### src/rtl/sub40_pkg.sv
// Shared constants and state encoding for the chunked 40-bit subtractor.
// Optional add mode is enabled by defining SUB40_ADD_MODE_EN.
package sub40_pkg;
  typedef enum logic [1:0] {
    ST_IDLE = 2'd0,
    ST_CALC = 2'd1,
    ST_DONE = 2'd2
  } state_e;

  localparam int WIDTH_DEF = 40;
  localparam int CHUNK_DEF = 8;

  function automatic int nchunk(input int width, input int chunk);
    return width / chunk;
  endfunction

  // Counter must hold NCHUNK-1; keep at least one bit for a single-chunk build.
  function automatic int cnt_w(input int n);
    return (n > 1) ? $clog2(n) : 1;
  endfunction
endpackage

### src/rtl/sub40_seq_fs_chunk.sv
// Combinational CHUNK-bit ripple full-subtractor: d = a - b - bin.
module fs_chunk #(
  parameter int CHUNK = 8
) (
  input  logic [CHUNK-1:0] a,
  input  logic [CHUNK-1:0] b,
  input  logic             bin,
  output logic [CHUNK-1:0] d,
  output logic             bout
);
  logic [CHUNK:0] br;

  assign br[0] = bin;

  for (genvar i = 0; i < CHUNK; i++) begin : g_bit
    assign d[i]    = a[i] ^ b[i] ^ br[i];
    assign br[i+1] = (~a[i] & b[i]) | (~a[i] & br[i]) | (b[i] & br[i]);
  end

  assign bout = br[CHUNK];
endmodule

### src/rtl/sub40_seq.sv
// Multi-cycle WIDTH-bit subtractor, CHUNK bits per clock, valid/ready on both sides.
// Define SUB40_ADD_MODE_EN to add the op port (op=1 selects A + B + Bin).
module sub40_seq
  import sub40_pkg::*;
#(
  parameter int WIDTH = WIDTH_DEF,
  parameter int CHUNK = CHUNK_DEF
) (
  input  logic             clk,
  input  logic             reset,
  input  logic             in_valid,
  output logic             in_ready,
  input  logic [WIDTH-1:0] A,
  input  logic [WIDTH-1:0] B,
  input  logic             Bin,
`ifdef SUB40_ADD_MODE_EN
  input  logic             op,
`endif
  output logic             out_valid,
  input  logic             out_ready,
  output logic [WIDTH-1:0] D,
  output logic             Bout,
  output logic             V,
  output logic             Z
);
  localparam int NCHUNK = nchunk(WIDTH, CHUNK);
  localparam int CW     = cnt_w(NCHUNK);
  localparam logic [CW-1:0] LAST = CW'(NCHUNK - 1);

  state_e            state_q, state_d;
  logic [WIDTH-1:0]  a_q, a_d, b_q, b_d, d_q, d_d;
  logic [CW-1:0]     cnt_q, cnt_d;
  logic              brw_q, brw_d, bout_q, bout_d, v_q, v_d, z_q, z_d;

  logic [CHUNK-1:0]  a_ch, b_ch, fs_d;
  logic              fs_bin, fs_bout, brw_nxt, add_mode;
  logic [WIDTH-1:0]  d_new;

`ifdef SUB40_ADD_MODE_EN
  logic op_q;
  always_ff @(posedge clk or posedge reset) begin
    if (reset)                                 op_q <= 1'b0;
    else if (state_q == ST_IDLE && in_valid)   op_q <= op;
  end
  assign add_mode = op_q;
`else
  assign add_mode = 1'b0;
`endif

  assign a_ch = a_q[int'(cnt_q)*CHUNK +: CHUNK];
  // Addition rides the same subtractor: a + b + c == a - ~b - ~c with carry = ~borrow.
  assign b_ch    = add_mode ? ~b_q[int'(cnt_q)*CHUNK +: CHUNK] : b_q[int'(cnt_q)*CHUNK +: CHUNK];
  assign fs_bin  = add_mode ? ~brw_q : brw_q;
  assign brw_nxt = add_mode ? ~fs_bout : fs_bout;

  fs_chunk #(.CHUNK(CHUNK)) u_fs (
    .a    (a_ch),
    .b    (b_ch),
    .bin  (fs_bin),
    .d    (fs_d),
    .bout (fs_bout)
  );

  always_comb begin
    state_d = state_q;
    a_d     = a_q;
    b_d     = b_q;
    d_d     = d_q;
    cnt_d   = cnt_q;
    brw_d   = brw_q;
    bout_d  = bout_q;
    v_d     = v_q;
    z_d     = z_q;
    d_new   = d_q;
    d_new[int'(cnt_q)*CHUNK +: CHUNK] = fs_d;
    case (state_q)
      ST_IDLE: if (in_valid) begin
        a_d     = A;
        b_d     = B;
        brw_d   = Bin;
        cnt_d   = '0;
        state_d = ST_CALC;
      end
      ST_CALC: begin
        d_d   = d_new;
        brw_d = brw_nxt;
        cnt_d = cnt_q + 1'b1;
        if (cnt_q == LAST) begin
          bout_d  = brw_nxt;
          v_d     = (add_mode ? (a_q[WIDTH-1] == b_q[WIDTH-1]) : (a_q[WIDTH-1] != b_q[WIDTH-1]))
                    && (d_new[WIDTH-1] != a_q[WIDTH-1]);
          z_d     = (d_new == '0);
          cnt_d   = '0;
          state_d = ST_DONE;
        end
      end
      ST_DONE: if (out_ready) state_d = ST_IDLE;
      default: state_d = ST_IDLE;
    endcase
  end

  always_ff @(posedge clk or posedge reset) begin
    if (reset) begin
      state_q <= ST_IDLE;
      a_q     <= '0;
      b_q     <= '0;
      d_q     <= '0;
      cnt_q   <= '0;
      brw_q   <= 1'b0;
      bout_q  <= 1'b0;
      v_q     <= 1'b0;
      z_q     <= 1'b0;
    end else begin
      state_q <= state_d;
      a_q     <= a_d;
      b_q     <= b_d;
      d_q     <= d_d;
      cnt_q   <= cnt_d;
      brw_q   <= brw_d;
      bout_q  <= bout_d;
      v_q     <= v_d;
      z_q     <= z_d;
    end
  end

  assign in_ready  = (state_q == ST_IDLE);
  assign out_valid = (state_q == ST_DONE);
  assign D         = d_q;
  assign Bout      = bout_q;
  assign V         = v_q;
  assign Z         = z_q;
endmodule

### config.mk
export PLATFORM = sky130hd
export DESIGN_NAME = sub40_seq
export DESIGN_NICKNAME = d
export VERILOG_FILES = /design/src/rtl/sub40_pkg.sv /design/src/rtl/sub40_seq_fs_chunk.sv /design/src/rtl/sub40_seq.sv
export SDC_FILE = /design/constraint.sdc
export NUM_CORES = 1
export LEC_CHECK = 0
export ABC_AREA = 1
export CAP_MARGIN = 40
export CORE_ASPECT_RATIO = 1.2
export CORE_UTILIZATION = 35
export CTS_CLUSTER_SIZE = 8
export DETAILED_ROUTE_END_ITERATION = 16
export PLACE_DENSITY = 0.62
export SETUP_SLACK_MARGIN = 0.1
export SLEW_MARGIN = 40
export SYNTH_ARGS = -nofsm -noshare
export SYNTH_HDL_FRONTEND = slang
export SYNTH_HIERARCHICAL = 1
export SYNTH_SLANG_ARGS = --single-unit
### constraint.sdc
create_clock -name clk -period 8.4 [get_ports clk]
set_clock_uncertainty 0.1 [all_clocks]
set_input_delay 1.26 -clock clk [delete_from_list [all_inputs] [get_ports clk]]
set_output_delay 1.26 -clock clk [all_outputs]
set_load 0.05 [all_outputs]
# == Word level (Yosys, flattened, before mapping) ==
# Cells that the tools add are included.
# word_totals
regBits,129
output_inout_bits,45
elab_cells,105
# classes
add_sub_neg,2
eq_ne,8
shifts,4
n_mux,10
bitwise,64
reduce_logical,8
# op_table
operator,n
$shiftx 40x7->8,2
$bwmux 40,1
$logic_not 40->1,1
$shift 8x33->40 const A,1
$shiftx 8x33->40,1
$neg 6->33,1
$and 1x1->1,24
$or 1x1->1,16
$xor 1x1->1,16
$not 1->1,8
$mux 2,3
$mux 3,2
$pmux 2 s3,1
$pmux 3 s2,1
$reduce_and 2->1,3
$ne 2x2->1 const B,2
$add 3x1->3 const B,1
$eq 3x3->1 const B,1
$reduce_and 3->1,1
$eq 2x1->1 const B,1
$eq 2x2->1 const B,1
$logic_not 2->1,1
$ne 1x1->1,2
$ne 2x1->1 const B,1
4 further kinds,4

# == Longest topological paths before layout ==
# Gate-level depths: netlist of run 1.
# logic_depth
ltp_word,28
depth_mapped,28
depth_no_buf,26

# == Cells and area by module ==
# The synthesis of run 1 kept the hierarchy.
# modules_own_cells
module,n_inst,cells_each,area_each_um2
sub40_seq,1,920,6593.8
fs_chunk,1,26,227.7

# == Least setup slack after synthesis of run 1 ==
# No wires, ideal clock.
# synth_path
path_kind,register -> register
start,register cnt_q[0]
end,"register z_q, in the netlist Z"
setup_ps,66
t_arrival_ps,5093
required_time_ps,8234
setup_slack_ps,3141
path_stages_with_launch,28
period_less_slack_ps,5259
path_cell_list,dfrtp_1 buf_4 inv_2 buf_2 buf_1 nand2_1 nand3_1 nand3_1 nand2_1 fa_1 inv_1 fa_1 fa_1 fa_1 fa_1 fa_1 fa_1 inv_1 fa_1 nand3_1 nor2_1 o21ai_0 nand2_1 nor2_1 nand2_1 nor2_1 nand3_1 nand2_1
# synth_between
elab_chain_cells,27
# synth_lines
item,line_no,text
start: declaration,sub40_seq.sv:32,"logic [CW-1:0] cnt_q, cnt_d;"
start signal: assignment,sub40_seq.sv:118,cnt_q <= cnt_d;
$shiftx 40x7->8 *,sub40_seq.sv:50,assign a_ch = a_q[int'(cnt_q)*CHUNK +: CHUNK];
net a_ch[0],sub40_seq.sv:35,"logic [CHUNK-1:0] a_ch, b_ch, fs_d;"
$not 1->1 *,sub40_seq_fs_chunk.sv:17,assign br[i+1] = (~a[i] & b[i]) | (~a[i] & br[i]) | (b[i] & br[i]);
$and 1x1->1,sub40_seq_fs_chunk.sv:17,
$or 1x1->1 * (2 in series),sub40_seq_fs_chunk.sv:17,
$and 1x1->1,sub40_seq_fs_chunk.sv:17,
$or 1x1->1,sub40_seq_fs_chunk.sv:17,
$or 1x1->1 *,sub40_seq_fs_chunk.sv:17,
[... 12 more ...],-,
$and 1x1->1,sub40_seq_fs_chunk.sv:17,
$or 1x1->1,sub40_seq_fs_chunk.sv:17,
$or 1x1->1 *,sub40_seq_fs_chunk.sv:17,
$xor 1x1->1 *,sub40_seq_fs_chunk.sv:16,assign d[i] = a[i] ^ b[i] ^ br[i];
net fs_d[7],sub40_seq.sv:35,
$shiftx 8x33->40 *,sub40_seq.sv:75,d_new[int'(cnt_q)*CHUNK +: CHUNK] = fs_d;
$bwmux 40 *,sub40_seq.sv:75,
$logic_not 40->1 *,sub40_seq.sv:92,z_d = (d_new == '0);
end signal: assignment,sub40_seq.sv:122,z_q <= z_d;
end: declaration,sub40_seq.sv:33,"logic brw_q, brw_d, bout_q, bout_d, v_q, v_d, z_q, z_d;"
# Mark *: on every way through the listed nets, which the timed path passes. The rest lies on a longest branch.
# A chain may end at the register's enable or synchronous reset.

# == Worst setup path after layout of run 1 ==
# layout_path
start,register cnt_q[2]
end,"register z_q, in the netlist Z"
# The elaborated chain is that of the path after synthesis.

==> metrics.md, run 1 <==
| Metric | Value |
|---|---|
| Worst Path Arrival | 5.79 ns |
| Number of remaining DRC errors | 0 |
| Register share of total power | 26.2% |
| Logic gate share of total power | 56.4% |
| Slew @ Worst Pin | 0.743 ns |
| Hold Violations, Final | 0 |
| Vias in the first global route | 5821 |
| H-tree levels | 4 |
| Max-cap viol count | 0 |
| Vias per cell | 4.67 |
| Die ar. | 0.0201 mm² |
| CP Class | flop to flop |
| Clock sinks | 129 |
| Core ar. | 0.0190 mm² |
| Critical Path Source Type | flop |
| CP peak stage delay | 0.61 ns |
| PwrDens | 462 mW/mm² |
| Congestion Overflow GR | 0 |
| Psw | 2.07 mW |
| Max Clk Rate | 181 MHz |
| Hold buffers post-CTS | 0 |
| Initial Util | 35.9% |
| Placed Area | 0.00832 mm² |
| CP max-delay cell | inv_1 |
| Internal cell power | 2.04 mW |
| Final setup viols | 0 |
| # port buffers | 129 |
| Layout Area Growth over Synthesis | 30.4% |
| Maximum clock path buffer count | 2 |
| First-pass GRT wire length | 30300 µm |
| Layout cells sized above 1 | 5.14% |
| CP Capture Type | flop |
| Final HPWL DP | 13500 µm |
| Initial antenna violation count | 0 |
| P_leak | 4.38 nW |
| First-pass DRT Iterations | 5 |
| Crit path max fanout | 21 |
| Worst path required time | 8.66 ns |
| Synth Warn # | 6 |
| Setup repair after global routing missed its margin | no |
| Seq/Total Area, Yosys | 47.3% |
| Largest net degree at the start of global routing | 99 |
| Cell variety after synth | 25 |
| VDD IR max | 216 µV |
| DIE HEIGHT | 155 µm |
| Net count, final | 1159 |
| CP Cell Sequence | inv_1, nand3_1, nand2_1, fa_1, inv_1, fa_1, fa_1, fa_1, fa_1, fa_1, fa_1, inv_1, fa_1, nand3_1, nor2_1, o21ai_0, nand2_1, nor2_1, nand2_1, nor2_1, nand3_1, nand2_1 |
| Worst hold slack | 0.384 ns |
| Final TNS setup | 0 ns |
| Syn Inst Count | 946 |
| All-layer global routing usage | 19.8% |
| Sw frac | 50.4% |
| Area of the multi-input gates | 0.00304 mm² |
| Post-CTS Setup Inserts | 0 |
| Avg WL per Cell | 14.1 µm |
| Total power | 4.11 mW |
| Syn_nets | 1047 |
| N_diodes | 0 |
| Slew headroom | 50.5% |
| Post-Syn Area | 0.00682 mm² |
| Clk slew on worst S/H paths | 0.06 ns |
| FF/Latch Area | 0.00323 mm² |
| Most frequent cells in the layout | nand2_1 (402), dfrtp_1 (129), clkdlybuf4s50_1 (129), inv_1 (95), o21ai_0 (94) |
| Post-route cell area | 0.00890 mm² |
| Syn Area/Cell | 7.21 µm² |
| DIE WIDTH | 129 µm |
| Clock network power share | 17.4% |
| Status | finished, final reports clean |
| DRT iter0 DRCs | 453 |
| Commonest non-fill, non-tap cell in the layout | nand2_1 |
| Antenna Nets Post-Route | 0 |
| CTS buffer count | 17 |
| Hold Path Class | flop to flop |
| CP dominant cell by count | fa_1 |
| Clk_lat worst skew | 0.42 ns |
| # IOs | 130 |
| Final WL | 18700 µm |
| Final min period | 5.53 ns |
| Standard-cell rows | 55 |
| Clk root buf | clkbuf_16 |
| Fin util | 46.9% |
| Gpl congestion | 0.888 |
| # resized after CTS | 0 |
| TritonCTS clock tree | built |
| Via count | 6193 |
| Fill cells | 1945 |
| Fin crit share | 65.8% |
| Post-synthesis register bit count | 129 |
| Final Max Tran Viols | 0 |
==> final timing paths <==
path / startpoint / depth (start not counted) / slack (ns) / endpoint
min in group asynchronous: reset / 2 / 1.15 / a_q[21]
setup reg to reg: cnt_q[2] / 22 / 2.87 / Z
hold / removal: a_q[7] / 2 / 0.38 / a_q[7]
hold reg to reg: a_q[7] / 2 / 0.38 / a_q[7]
max in group asynchronous: reset / 3 / 5.86 / a_q[17]
setup / recovery: cnt_q[2] / 22 / 2.87 / Z
==> final cells by class <==
type                       count  share of cell area (%)
timing repair buffer         137                    15.3
sequential                   129                    36.3
clock buffer                  18                    4.94
clock inverter                14                    1.48
tap                          256                    3.60
inverter                     101                    4.29
multi-input combinational    672                    34.2
==> stage by stage <==
| step | setup slack [ns] | cells |
|---|---|---|
| global route | 2.47 | 1327 |
| detailed placement | 2.89 | 1294 |
| global placement | 2.99 | 1294 |
| CTS | 2.89 | 1326 |
| finish | 2.87 | 1327 |
| floorplan | 3.14 | 946 |
==> flip-flops by register name (all words and copies together) (netlist names) <==
name / flops
D: 40
state_q: 2
brw_q: 1
a_q: 40
cnt_q: 3
V: 1
Bout: 1
Z: 1
b_q: 40
==> power by group through the flow <==
stage	clock network [mW]	logic [mW]	registers, mW
2_1_floorplan	0	1.40	1.28
3_3_place_gp	0	2.27	1.09
3_5_place_dp	0	2.30	1.09
4_1_cts	0.728	2.31	1.08
5_1_grt	0.755	2.60	1.11
6_report	0.714	2.32	1.08
==> cell usage after synthesis (all sizes together) <==
library cell / n / share of area (%)
a31oi: 3 / 0.28
nand3b: 2 / 0.22
mux2: 2 / 0.33
nor2: 55 / 3.4
o21ai: 96 / 7.0
ha: 8 / 1.5
fa: 8 / 2.3
xnor2: 1 / 0.13
nand2: 408 / 23
o22ai: 2 / 0.18
a21oi: 19 / 1.4
clkinv: 2 / 0.11
o31ai: 1 / 0.11
a21boi: 1 / 0.11
inv: 99 / 5.4
nand3: 66 / 4.8
clkbuf: 32 / 1.8
dfrtp: 129 / 47
buf: 12 / 0.92
==> logic make-up after synthesis <==
group,after synthesis,share of synthesized area (%)
adders and majority gates,16,3.82
and+or+nand+nor,531,31.1
xor gates and xnor gates,1,0.128
buffers and inverters,145,8.24
muxes,2,0.330
DFF,129,47.3
AOI/OAI and AO/OA,122,9.12
==> worst max-delay path, delay by kind of cell, from the launching register on <==
family | cells | cell delay (ns)
AOI/OAI and AO/OA | 1 | 0.19
adders and majority gates | 8 | 2.94
buffers and inverters | 3 | 0.73
DFF | 1 | 0.53
and+or+nand+nor | 10 | 0.97
==> routing by layer <==
metal	vias to the layer above	GRT usage, %	part of all wire (%)
li1	3157	-	-
met1	2848	26.1	45
met2	166	32.5	49
met3	22	3.54	4.4
met4	0	7.36	2.1
met5	-	0	0
Note: power is estimated with default switching activity, not from simulation.
==> inputs of run 2 (changes only) <==
==> constraint.sdc (replaced) <==
create_clock -name clk -period 5.45 [get_ports clk]
set_clock_uncertainty 0.1 [all_clocks]
set_input_delay 0.8175 -clock clk [delete_from_list [all_inputs] [get_ports clk]]
set_output_delay 0.8175 -clock clk [all_outputs]
set_load 0.05 [all_outputs]
==> run 2 against run 1 <==
  * First-iteration DRC count shrank 0.88%
  * Via count grew 0.61%
  * Wire length grew 3.6%
  * Largest cell class unchanged
  * Critical path type unchanged
  * Worst setup slack lost 2.5 ns
  * Register-to-register slack lost 2.5 ns
  * Largest power group unchanged
  * Final cell count grew 1.1%
  * Clock power grew 55%
  * Critical path depth grew 3
  * Hold slack is essentially flat
  * Sequential power grew 55%
  * Flip-flop and latch count is the same
==> metrics.md, run 2 (synthesis gave the netlist of run 1 again) <==
| Metric | Value |
|---|---|
| Final WL | 19300 µm (+3.6%) |
| Hold Startpoint | b_q[28] |
| CP Capture Type | flop |
| R2r worst-path depth | 25 (+14%) |
| Setup WS post-layout | 0.420 ns (-2.45 ns) |
| Setup repair after global routing missed its margin | no |
| Setup crit end | Z |
| Hold Path Class | flop to flop |
| P_leak | 4.46 nW (+1.6%) |
| Hold Violations, Final | 0 (unchanged) |
| Vias in the first global route | 6075 (+4.4%) |
| Final min period | 5.03 ns (-0.499 ns) |
| N_diodes | 0 (unchanged) |
| Total power | 6.50 mW (+58%) |
| Status | finished, final reports clean |
| Initial Util | 35.9% (unchanged) |
| Max Clk Rate | 199 MHz (+9.9%) |
| Fin util | 47.7% (+0.85 points) |
| Post-Layout Cell Count | 1341 (+1.1%) |
| Initial antenna violation count | 0 (unchanged) |
| Clk slew on worst S/H paths | 0.06 ns (about the same) |
| Hold buffers post-CTS | 0 (unchanged) |
| Vias per cell | 4.65 (-0.44%) |
| Maximum clock path buffer count | 2 (unchanged) |
| Antenna Nets Post-Route | 0 (unchanged) |
| Worst Setup SP | cnt_q[1] |
| # IOs | 130 (unchanged) |
| Congestion Overflow GR | 0 (unchanged) |
| Worst Path Arrival | 5.29 ns (-0.50 ns) |
| Via count | 6231 (+0.61%) |
| Layout cells sized above 1 | 7.00% (+1.9 points) |
| R2R setup slack | 0.42 ns (-2.45 ns) |
| Most frequent cells in the layout | nand2_1 (401), clkdlybuf4s50_1 (129), dfrtp_1 (128), inv_1 (94), o21ai_0 (92) |
| Final TNS setup | 0 ns (unchanged) |
| Clock sinks | 129 (unchanged) |
| Standard-cell rows | 55 (unchanged) |
| Die ar. | 0.0201 mm² (unchanged) |
| All-layer global routing usage | 20.1% (+0.31 points) |
| Slew @ Worst Pin | 0.771 ns (+0.0275 ns) |
| H-tree levels | 4 (unchanged) |
| Layout Area Growth over Synthesis | 32.8% |
| Largest net degree at the start of global routing | 98 (-1.0%) |
| PwrDens | 717 mW/mm² (+55%) |
| DRT iter0 DRCs | 449 (-0.88%) |
| First-pass GRT wire length | 30900 µm (+2.1%) |
| Core ar. | 0.0190 mm² (unchanged) |
| Final setup viols | 0 (unchanged) |
| Clk root buf | clkbuf_16 |
| Post-placement cell count | 1303 (+0.70%) |
| VDD IR max | 369 µV (+71%) |
| Reg-to-reg endpoint | Z |
| Fin crit share | 92.3% (+26 points) |
| CP Class | flop to flop |
| Reg-to-reg startpoint | cnt_q[1] |
| First-pass DRT Iterations | 7 (+2) |
| CTS buffer count | 17 (unchanged) |
| Place WS | 0.188 ns (-2.71 ns) |
| Net count, final | 1173 (+1.2%) |
| Final Max Tran Viols | 0 (unchanged) |
| Crit path max fanout | 6 (-71%) |
| DIE HEIGHT | 155 µm (unchanged) |
| Gpl congestion | 0.871 (-1.9%) |
| Number of remaining DRC errors | 0 (unchanged) |
| DIE WIDTH | 129 µm (unchanged) |
| Clk_lat worst skew | 0.43 ns (about the same) |
| Slew headroom | 48.4% (-2.0 points) |
| Avg WL per Cell | 14.4 µm (+2.5%) |
| Worst path required time | 5.71 ns (-2.95 ns) |
| Critical Path Source Type | flop |
| Commonest non-fill, non-tap cell in the layout | nand2_1 |
| Max-cap viol count | 0 (unchanged) |
| TritonCTS clock tree | built |
| # port buffers | 129 (unchanged) |
| Final HPWL DP | 14300 µm (+5.9%) |
## run 2: cell types whose count changed in the layout (fill, tap and decap cells not counted), sizes merged
cell	previous run	this run
clkinv	7	6
inv	103	105
clkbuf	20	18
buf	6	21
## run 2: how the worst min path moves through the flow
stage,cells after the start,to
floorplan,2,a_q[10]
global placement,2,b_q[27]
detailed placement,2,b_q[28]
CTS,2,b_q[28]
global route,2,a_q[3]
finish,2,b_q[28]
## run 2: what timing repair did
item	in CTS	in global routing
setup buffers	0	5
resized for setup	0	10
endpoints found under the setup margin	0	3
## run 2: report_power, final
group | internal, mW | total (mW) | switching [mW]
sequential | 1.39 | 1.67 | 0.280
clock | 0.639 | 1.11 | 0.468
combinational | 1.21 | 3.72 | 2.52
total | 3.23 | 6.50 | 3.26
## run 2: critical path: stages (launching register included)
cell and delay (ns):
dfrtp_1 0.40, clkinvlp_4 0.18, a21oi_2 0.14, o21ai_0 0.09
nand3_1 0.07, o21ai_0 0.08, inv_1 0.09, fa_1 0.18
inv_1 0.05, fa_1 0.38, fa_2 0.37, fa_1 0.39
fa_1 0.40, fa_2 0.35, fa_1 0.36, inv_1 0.08
fa_2 0.46, nand3_1 0.13, nor2_1 0.06, o21ai_1 0.14
nand2_1 0.07, nor2_1 0.10, nand2_1 0.05, nor2_1 0.11
nand3_1 0.07, nand2_1 0.06
## run 2: layout make-up
cell class                      instances  area, µm²
Clock buffer                           17        425
Timing Repair Buffer                  151       1500
Clock inverter                         15        146
Tap cell                              256        320
Inverter                              101        388
Multi-Input combinational cell        672       3050
Sequential cell                       129       3230
Fill cell                            1952       9930
## run 2: routing by layer
layer / share of wire [%] / GRT usage (%) / vias up / wire length (µm)
met5: 0 / 0 / - / 0
li1: - / - / 3188 / -
met3: 4.3 / 3.75 / 18 / 833
met2: 50 / 34.3 / 170 / 9650
met1: 44 / 26.0 / 2855 / 8550
met4: 1.6 / 5.59 / 0 / 307
## run 2: per-stage QoR
step / instance area (µm²) / hold slack (ns)
4_1_cts: 8970 / 0.383
3_5_place_dp: 8400 / 0.365
6_report: 9060 / 0.384
2_1_floorplan: 6820 / 0.349
3_3_place_gp: 8400 / 0.363
5_1_grt: 9060 / 0.401
==> inputs of run 3 (changes only) <==
--- a/config.mk
+++ b/config.mk
@@ -6,7 +6,6 @@
 export NUM_CORES = 1
 export LEC_CHECK = 0
 export ABC_AREA = 1
-export CAP_MARGIN = 40
 export CORE_ASPECT_RATIO = 1.2
 export CORE_UTILIZATION = 35
 export CTS_CLUSTER_SIZE = 8
==> results of run 3 <==
The final DEF is identical to that of run 2; final timing and power are the same.
